**config.mk**
```make
export PLATFORM = sky130hd
export DESIGN_NAME = axis_to_vector_flat
export DESIGN_NICKNAME = d
export VERILOG_FILES = /design/src/rtl/axis_to_vector_if.sv /design/src/rtl/axis_to_vector.sv /design/src/flat_wrapper.sv
export SDC_FILE = /design/constraint.sdc
export NUM_CORES = 1
export LEC_CHECK = 0
export CORE_AREA = 2 2 39 41
export DETAILED_ROUTE_END_ITERATION = 8
export DIE_AREA = 0 0 41 43
export MAX_ROUTING_LAYER = met4
export PLACE_DENSITY_LB_ADDON = 0.12
export REMOVE_ABC_BUFFERS = 1
export SYNTH_ARGS = -nofsm -noshare
export SYNTH_HDL_FRONTEND = slang
export SYNTH_SLANG_ARGS = --single-unit
```
**constraint.sdc**
```tcl
create_clock -name clk -period 1.3 [get_ports clk]
set_clock_uncertainty 0.2 [all_clocks]
set_input_delay 0.26 -clock clk [delete_from_list [all_inputs] [get_ports clk]]
set_output_delay 0.26 -clock clk [all_outputs]
set_load 0.02 [all_outputs]
```
**src/rtl/axis_to_vector_if.sv**
```systemverilog
// Stream-in / vector-out handshake bundle for axis_to_vector.
// slave = deserialiser side, master = producer/consumer side.
interface axis_to_vector_if #(
    parameter int AXIS_BYTES = 1,
    parameter int VEC_BYTES  = 1
);
    logic                      axis_tvalid;
    logic                      axis_tready;
    logic                      axis_tlast;
    logic [AXIS_BYTES*8-1:0]   axis_tdata;
    logic [VEC_BYTES*8-1:0]    vec;
    logic                      vec_valid;
    logic                      vec_ready;
    logic                      framing_err;

    modport slave (
        input  axis_tvalid,
        input  axis_tlast,
        input  axis_tdata,
        input  vec_ready,
        output axis_tready,
        output vec,
        output vec_valid,
        output framing_err
    );

    modport master (
        output axis_tvalid,
        output axis_tlast,
        output axis_tdata,
        output vec_ready,
        input  axis_tready,
        input  vec,
        input  vec_valid,
        input  framing_err
    );
endinterface

```
**src/rtl/axis_to_vector.sv**
```systemverilog
// AXI-stream to wide-vector deserialiser with held valid/ready output.
// Define AXIS_TO_VECTOR_TLAST_CHECK_EN for tlast framing checks and RESYNC.
module axis_to_vector #(
    parameter int VEC_BYTES  = 1,
    parameter int AXIS_BYTES = 1,
    parameter int MSB_FIRST  = 0
) (
    input  logic               clk,
    input  logic               sresetn,
    axis_to_vector_if.slave    bus
);
    localparam int BW = AXIS_BYTES * 8;
    localparam int VW = VEC_BYTES * 8;
    localparam int N  = VEC_BYTES / AXIS_BYTES;
    localparam int CW = (N > 1) ? $clog2(N) : 1;
    localparam logic [CW-1:0] LAST = CW'(N - 1);

    logic [VW-1:0] r_asm;
    logic [VW-1:0] r_vec;
    logic          r_vec_valid;
    logic [CW-1:0] r_ctr;

    logic [VW-1:0] w_merged;
    logic [CW-1:0] w_slice;
    logic          w_at_last;
    logic          w_tready;
    logic          w_accept;
    logic          w_store;
    logic          w_complete;

    assign w_at_last = (r_ctr == LAST);
    assign w_accept  = bus.axis_tvalid && w_tready;

    // Current beat merged into the partial word at its slice position
    always_comb begin
        w_slice = (MSB_FIRST != 0) ? (LAST - r_ctr) : r_ctr;
        w_merged = r_asm;
        w_merged[int'(w_slice)*BW +: BW] = bus.axis_tdata;
    end

`ifdef AXIS_TO_VECTOR_TLAST_CHECK_EN
    typedef enum logic {
        S_COLLECT,
        S_RESYNC
    } state_t;

    state_t r_state;
    logic   r_ferr;
    logic   w_collect;
    logic   w_err_early;
    logic   w_err_miss;

    assign w_collect = (r_state == S_COLLECT);

    assign w_tready = sresetn &&
        !(w_at_last && w_collect && r_vec_valid && !bus.vec_ready);

    assign w_err_early = w_accept && w_collect &&
        bus.axis_tlast && !w_at_last;
    assign w_err_miss = w_accept && w_collect &&
        w_at_last && !bus.axis_tlast;
    assign w_store = w_accept && w_collect &&
        !bus.axis_tlast && !w_at_last;
    assign w_complete = w_accept && w_collect &&
        w_at_last && bus.axis_tlast;

    assign bus.framing_err = r_ferr;
`else
    logic w_unused_tlast;

    assign w_unused_tlast = bus.axis_tlast;

    assign w_tready = sresetn &&
        !(w_at_last && r_vec_valid && !bus.vec_ready);

    assign w_store    = w_accept && !w_at_last;
    assign w_complete = w_accept && w_at_last;

    assign bus.framing_err = 1'b0;
`endif

    assign bus.axis_tready = w_tready;
    assign bus.vec         = r_vec;
    assign bus.vec_valid   = r_vec_valid;

    // Partial word needs no reset: every slice is rewritten per word
    always_ff @(posedge clk) begin
        if (w_store) begin
            r_asm <= w_merged;
        end
    end

    always_ff @(posedge clk) begin
        if (!sresetn) begin
            r_vec       <= '0;
            r_vec_valid <= 1'b0;
            r_ctr       <= '0;
`ifdef AXIS_TO_VECTOR_TLAST_CHECK_EN
            r_state     <= S_COLLECT;
            r_ferr      <= 1'b0;
`endif
        end else begin
            if (w_complete) begin
                r_vec       <= w_merged;
                r_vec_valid <= 1'b1;
            end else if (r_vec_valid && bus.vec_ready) begin
                r_vec_valid <= 1'b0;
            end

            if (w_store) begin
                r_ctr <= r_ctr + CW'(1);
            end else if (w_complete) begin
                r_ctr <= '0;
            end

`ifdef AXIS_TO_VECTOR_TLAST_CHECK_EN
            r_ferr <= w_err_early || w_err_miss;

            unique case (r_state)
                S_COLLECT: begin
                    if (w_err_early || w_err_miss) begin
                        r_ctr <= '0;
                    end
                    if (w_err_miss) begin
                        r_state <= S_RESYNC;
                    end
                end
                S_RESYNC: begin
                    // ctr is already 0 here; only the tlast beat ends the drop
                    if (w_accept && bus.axis_tlast) begin
                        r_state <= S_COLLECT;
                    end
                end
                default: r_state <= S_COLLECT;
            endcase
`endif
        end
    end
endmodule

```
**src/flat_wrapper.sv**
```systemverilog
// flat-port wrapper written by rule: the top's interface ports become plain ports
module axis_to_vector_flat 
#(
    parameter int VEC_BYTES  = 1,
    parameter int AXIS_BYTES = 1,
    parameter int MSB_FIRST  = 0
)
  (clk, sresetn, bus_axis_tvalid, bus_axis_tlast, bus_axis_tdata, bus_vec_ready, bus_axis_tready, bus_vec, bus_vec_valid, bus_framing_err);
  axis_to_vector_if #(.AXIS_BYTES(AXIS_BYTES), .VEC_BYTES(VEC_BYTES)) bus_i ();
  input  logic clk;
  input  logic sresetn;
  input wire logic [$bits(bus_i.axis_tvalid)-1:0] bus_axis_tvalid;
  input wire logic [$bits(bus_i.axis_tlast)-1:0] bus_axis_tlast;
  input wire logic [$bits(bus_i.axis_tdata)-1:0] bus_axis_tdata;
  input wire logic [$bits(bus_i.vec_ready)-1:0] bus_vec_ready;
  output wire logic [$bits(bus_i.axis_tready)-1:0] bus_axis_tready;
  output wire logic [$bits(bus_i.vec)-1:0] bus_vec;
  output wire logic [$bits(bus_i.vec_valid)-1:0] bus_vec_valid;
  output wire logic [$bits(bus_i.framing_err)-1:0] bus_framing_err;
  assign bus_i.axis_tvalid = bus_axis_tvalid;
  assign bus_i.axis_tlast = bus_axis_tlast;
  assign bus_i.axis_tdata = bus_axis_tdata;
  assign bus_i.vec_ready = bus_vec_ready;
  assign bus_axis_tready = bus_i.axis_tready;
  assign bus_vec = bus_i.vec;
  assign bus_vec_valid = bus_i.vec_valid;
  assign bus_framing_err = bus_i.framing_err;
  axis_to_vector #(.VEC_BYTES(VEC_BYTES), .AXIS_BYTES(AXIS_BYTES), .MSB_FIRST(MSB_FIRST)) u_core (.clk(clk), .sresetn(sresetn), .bus(bus_i));
endmodule
```
==> metrics.txt <==
initial core utilization 31.8%; MaxCap Viol Count 0; drc violations 0; Multi-input gate area 208 µm²; detailed placer's ending HPWL 637 µm; Int Pwr 0.000574 W; WL final 850 µm; gr ovfl total 0; first-pass GRT wire length 1330 µm; kind of start point of the critical path flip-flop; crit end category primary output; number of CTS-inserted buffers 3; CP Class flip-flop to primary output; Core Area 1380 µm²; WP data required 840 ps; vias in the first global route 323; TritonCTS clock tree built; area post-placement 683 µm²; synthesized area 440 µm²; fmax 703 MHz; RSZ-0062 raised after global routing yes; FF+latch area 201 µm²; Hold Slack 244 ps; port bufs 21; Hold Path Class primary input to flip-flop; #FFs+latches synth 10; Post-CTS Hold Buffers 0; fill count 141; status complete, but fails checks; htree depth 1; final worst slack -122 ps; Antenna Cells 0; Final #Nets 87; NetSw 0.000188 W; DR vias 385; Global Route Usage Sum 11.6%; Root Driver clkbuf_4; Distinct cells, synth 13; cell area after layout 688 µm²; combinational share of power 19.8%; CP Max Fanout 2; die area 1760 µm²; DR pass1 iterations 4; TritonCTS Sinks 10; Final Max Slew Viols 0; Cells after Synth 47; width of the die 41 µm; Hold Vio Cnt, Final 0; sequential share of the synthesized area 45.5%; Clk pwr share 36.4%; YS warnings 0; vias per inst 4.33; CP arrival 960 ps; DR WL/cell 9.55 µm; PD cells 1110 nW/µm²; min cycle time layout 1420 ps; Ports 24; First DRT Iteration DRCs 3; Die H 43 µm; clk buf depth 2; Sw Ratio 24.6%; initial antenna violation count 0; Routed Antenna Nets 0; sequential share of power 43.8%; Post-Syn Area per Cell 9.37 µm²; Final setup violation count 2; Clock transition at path regs 70 ps; RePlAce Congestion 0.634; failing checks negative setup slack; worst vdd rail ir drop 0.531 mV; latest clock arrival within the worst-skew pair 260 ps; layout cells sized above 1 31.5%; Leak 0.345 nW; largest net degree at the start of global routing 19; row count 14; Period Utilization, post-route 109%; Area Overhead vs Synth 56.3%
cell families after synthesis:
kind of cell	after synthesis	synth area share, %
compound gates	2	3.41
mux	8	18.2
other cells	1	0.851
buf+inv	5	7.39
flops	10	45.5
simple gates	21	24.7
cells in the mapped netlist, drive strengths merged:
| library cell | instances | area [µm²] |
|---|---|---|
| nand2 | 17 | 63.8 |
| dfxtp | 10 | 200 |
| mux2i | 8 | 80.1 |
| buf | 4 | 28.8 |
| nand2b | 2 | 27.5 |
| a21boi | 1 | 7.51 |
| clkbuf | 1 | 3.75 |
| conb | 1 | 3.75 |
| nor2 | 1 | 3.75 |
| nor2b | 1 | 13.8 |
| o21a | 1 | 7.51 |
metrics by stage:
stage	setup slack, ps	utilization [%]	instances	total power (W)	setup TNS (ps)
finish	-122	49.7	89	0.000762	-228
global route	-165	49.7	89	0.000805	-685
CTS	-154	49.5	89	0.000776	-280
detailed placement	-691	49.4	85	0.000509	-4490
global placement	-681	49.4	85	0.000507	-4380
floorplan	68.3	-	42	0.000410	0
metal layers:
layer  GRT usage, %  up-vias  routed length [µm]
met5              -        -                   0
met4           6.00        0                   0
met3           5.24        0                  82
met2           14.1       12                 392
met1           15.6      174                 375
li1               -      199                   -
worst max-delay path: stages, from the launching register on:
cell and delay (ps):
dfxtp_2 350, nand2b_4 50, o21a_1 170, buf_6 130
power groups by stage:
stage               clock network [W]  logic [W]  registers [W]
floorplan                           0  0.0000458       0.000364
global placement                    0   0.000166       0.000341
detailed placement                  0   0.000167       0.000342
CTS                          0.000288   0.000154       0.000334
global route                 0.000306   0.000163       0.000336
finish                       0.000277   0.000151       0.000334
state kept, by name, indices dropped and copies added, names as in the netlist:
name / count
u_core.bus.vec: 8
u_core.bus.vec_valid: 1
u_core.r_ctr: 1
final cells by class:
| type | count | share of cell area [%] |
|---|---|---|
| flip-flops and latches | 10 | 29.3 |
| repair buffers | 27 | 32.4 |
| well taps | 16 | 2.91 |
| multi-input cells | 32 | 30.2 |
| clock buffers | 4 | 5.27 |
cell usage in the layout (no fill, tap or decap):
| master | synthesis | layout |
|---|---|---|
| conb_1 | 1 | 1 |
| dfxtp_2 | 0 | 1 |
| clkbuf_8 | 0 | 1 |
| clkdlybuf4s50_1 | 0 | 8 |
| nor2_1 | 1 | 1 |
| mux2i_1 | 8 | 8 |
| dlygate4sd2_1 | 0 | 3 |
| nand2b_4 | 2 | 2 |
| o21a_1 | 1 | 1 |
| dlymetal6s2s_1 | 0 | 1 |
| nand2_1 | 17 | 17 |
| clkbuf_4 | 0 | 3 |
| buf_2 | 2 | 8 |
| buf_6 | 1 | 3 |
| nor2b_4 | 1 | 1 |
| buf_4 | 1 | 4 |
| dfxtp_1 | 10 | 9 |
| a21boi_0 | 1 | 1 |
what timing repair did:
item,in CTS,in global routing
setup buffers,1,0
setup endpoints to repair,18,10
gates resized for setup,44,1
pin swaps,1,1
path summary, 6_finish.rpt:
kind,from,endpoint,slack [ps],cells after the start
worst max register to register,u_core.r_ctr,u_core.bus.vec[1],20,5
worst max-delay path,u_core.bus.vec_valid,bus_axis_tready,-120,3
worst min-delay path,bus_axis_tvalid,u_core.r_ctr,240,3
worst min register to register,u_core.bus.vec[0],u_core.bus.vec[0],250,2
Power figures use the tool's default switching activity.
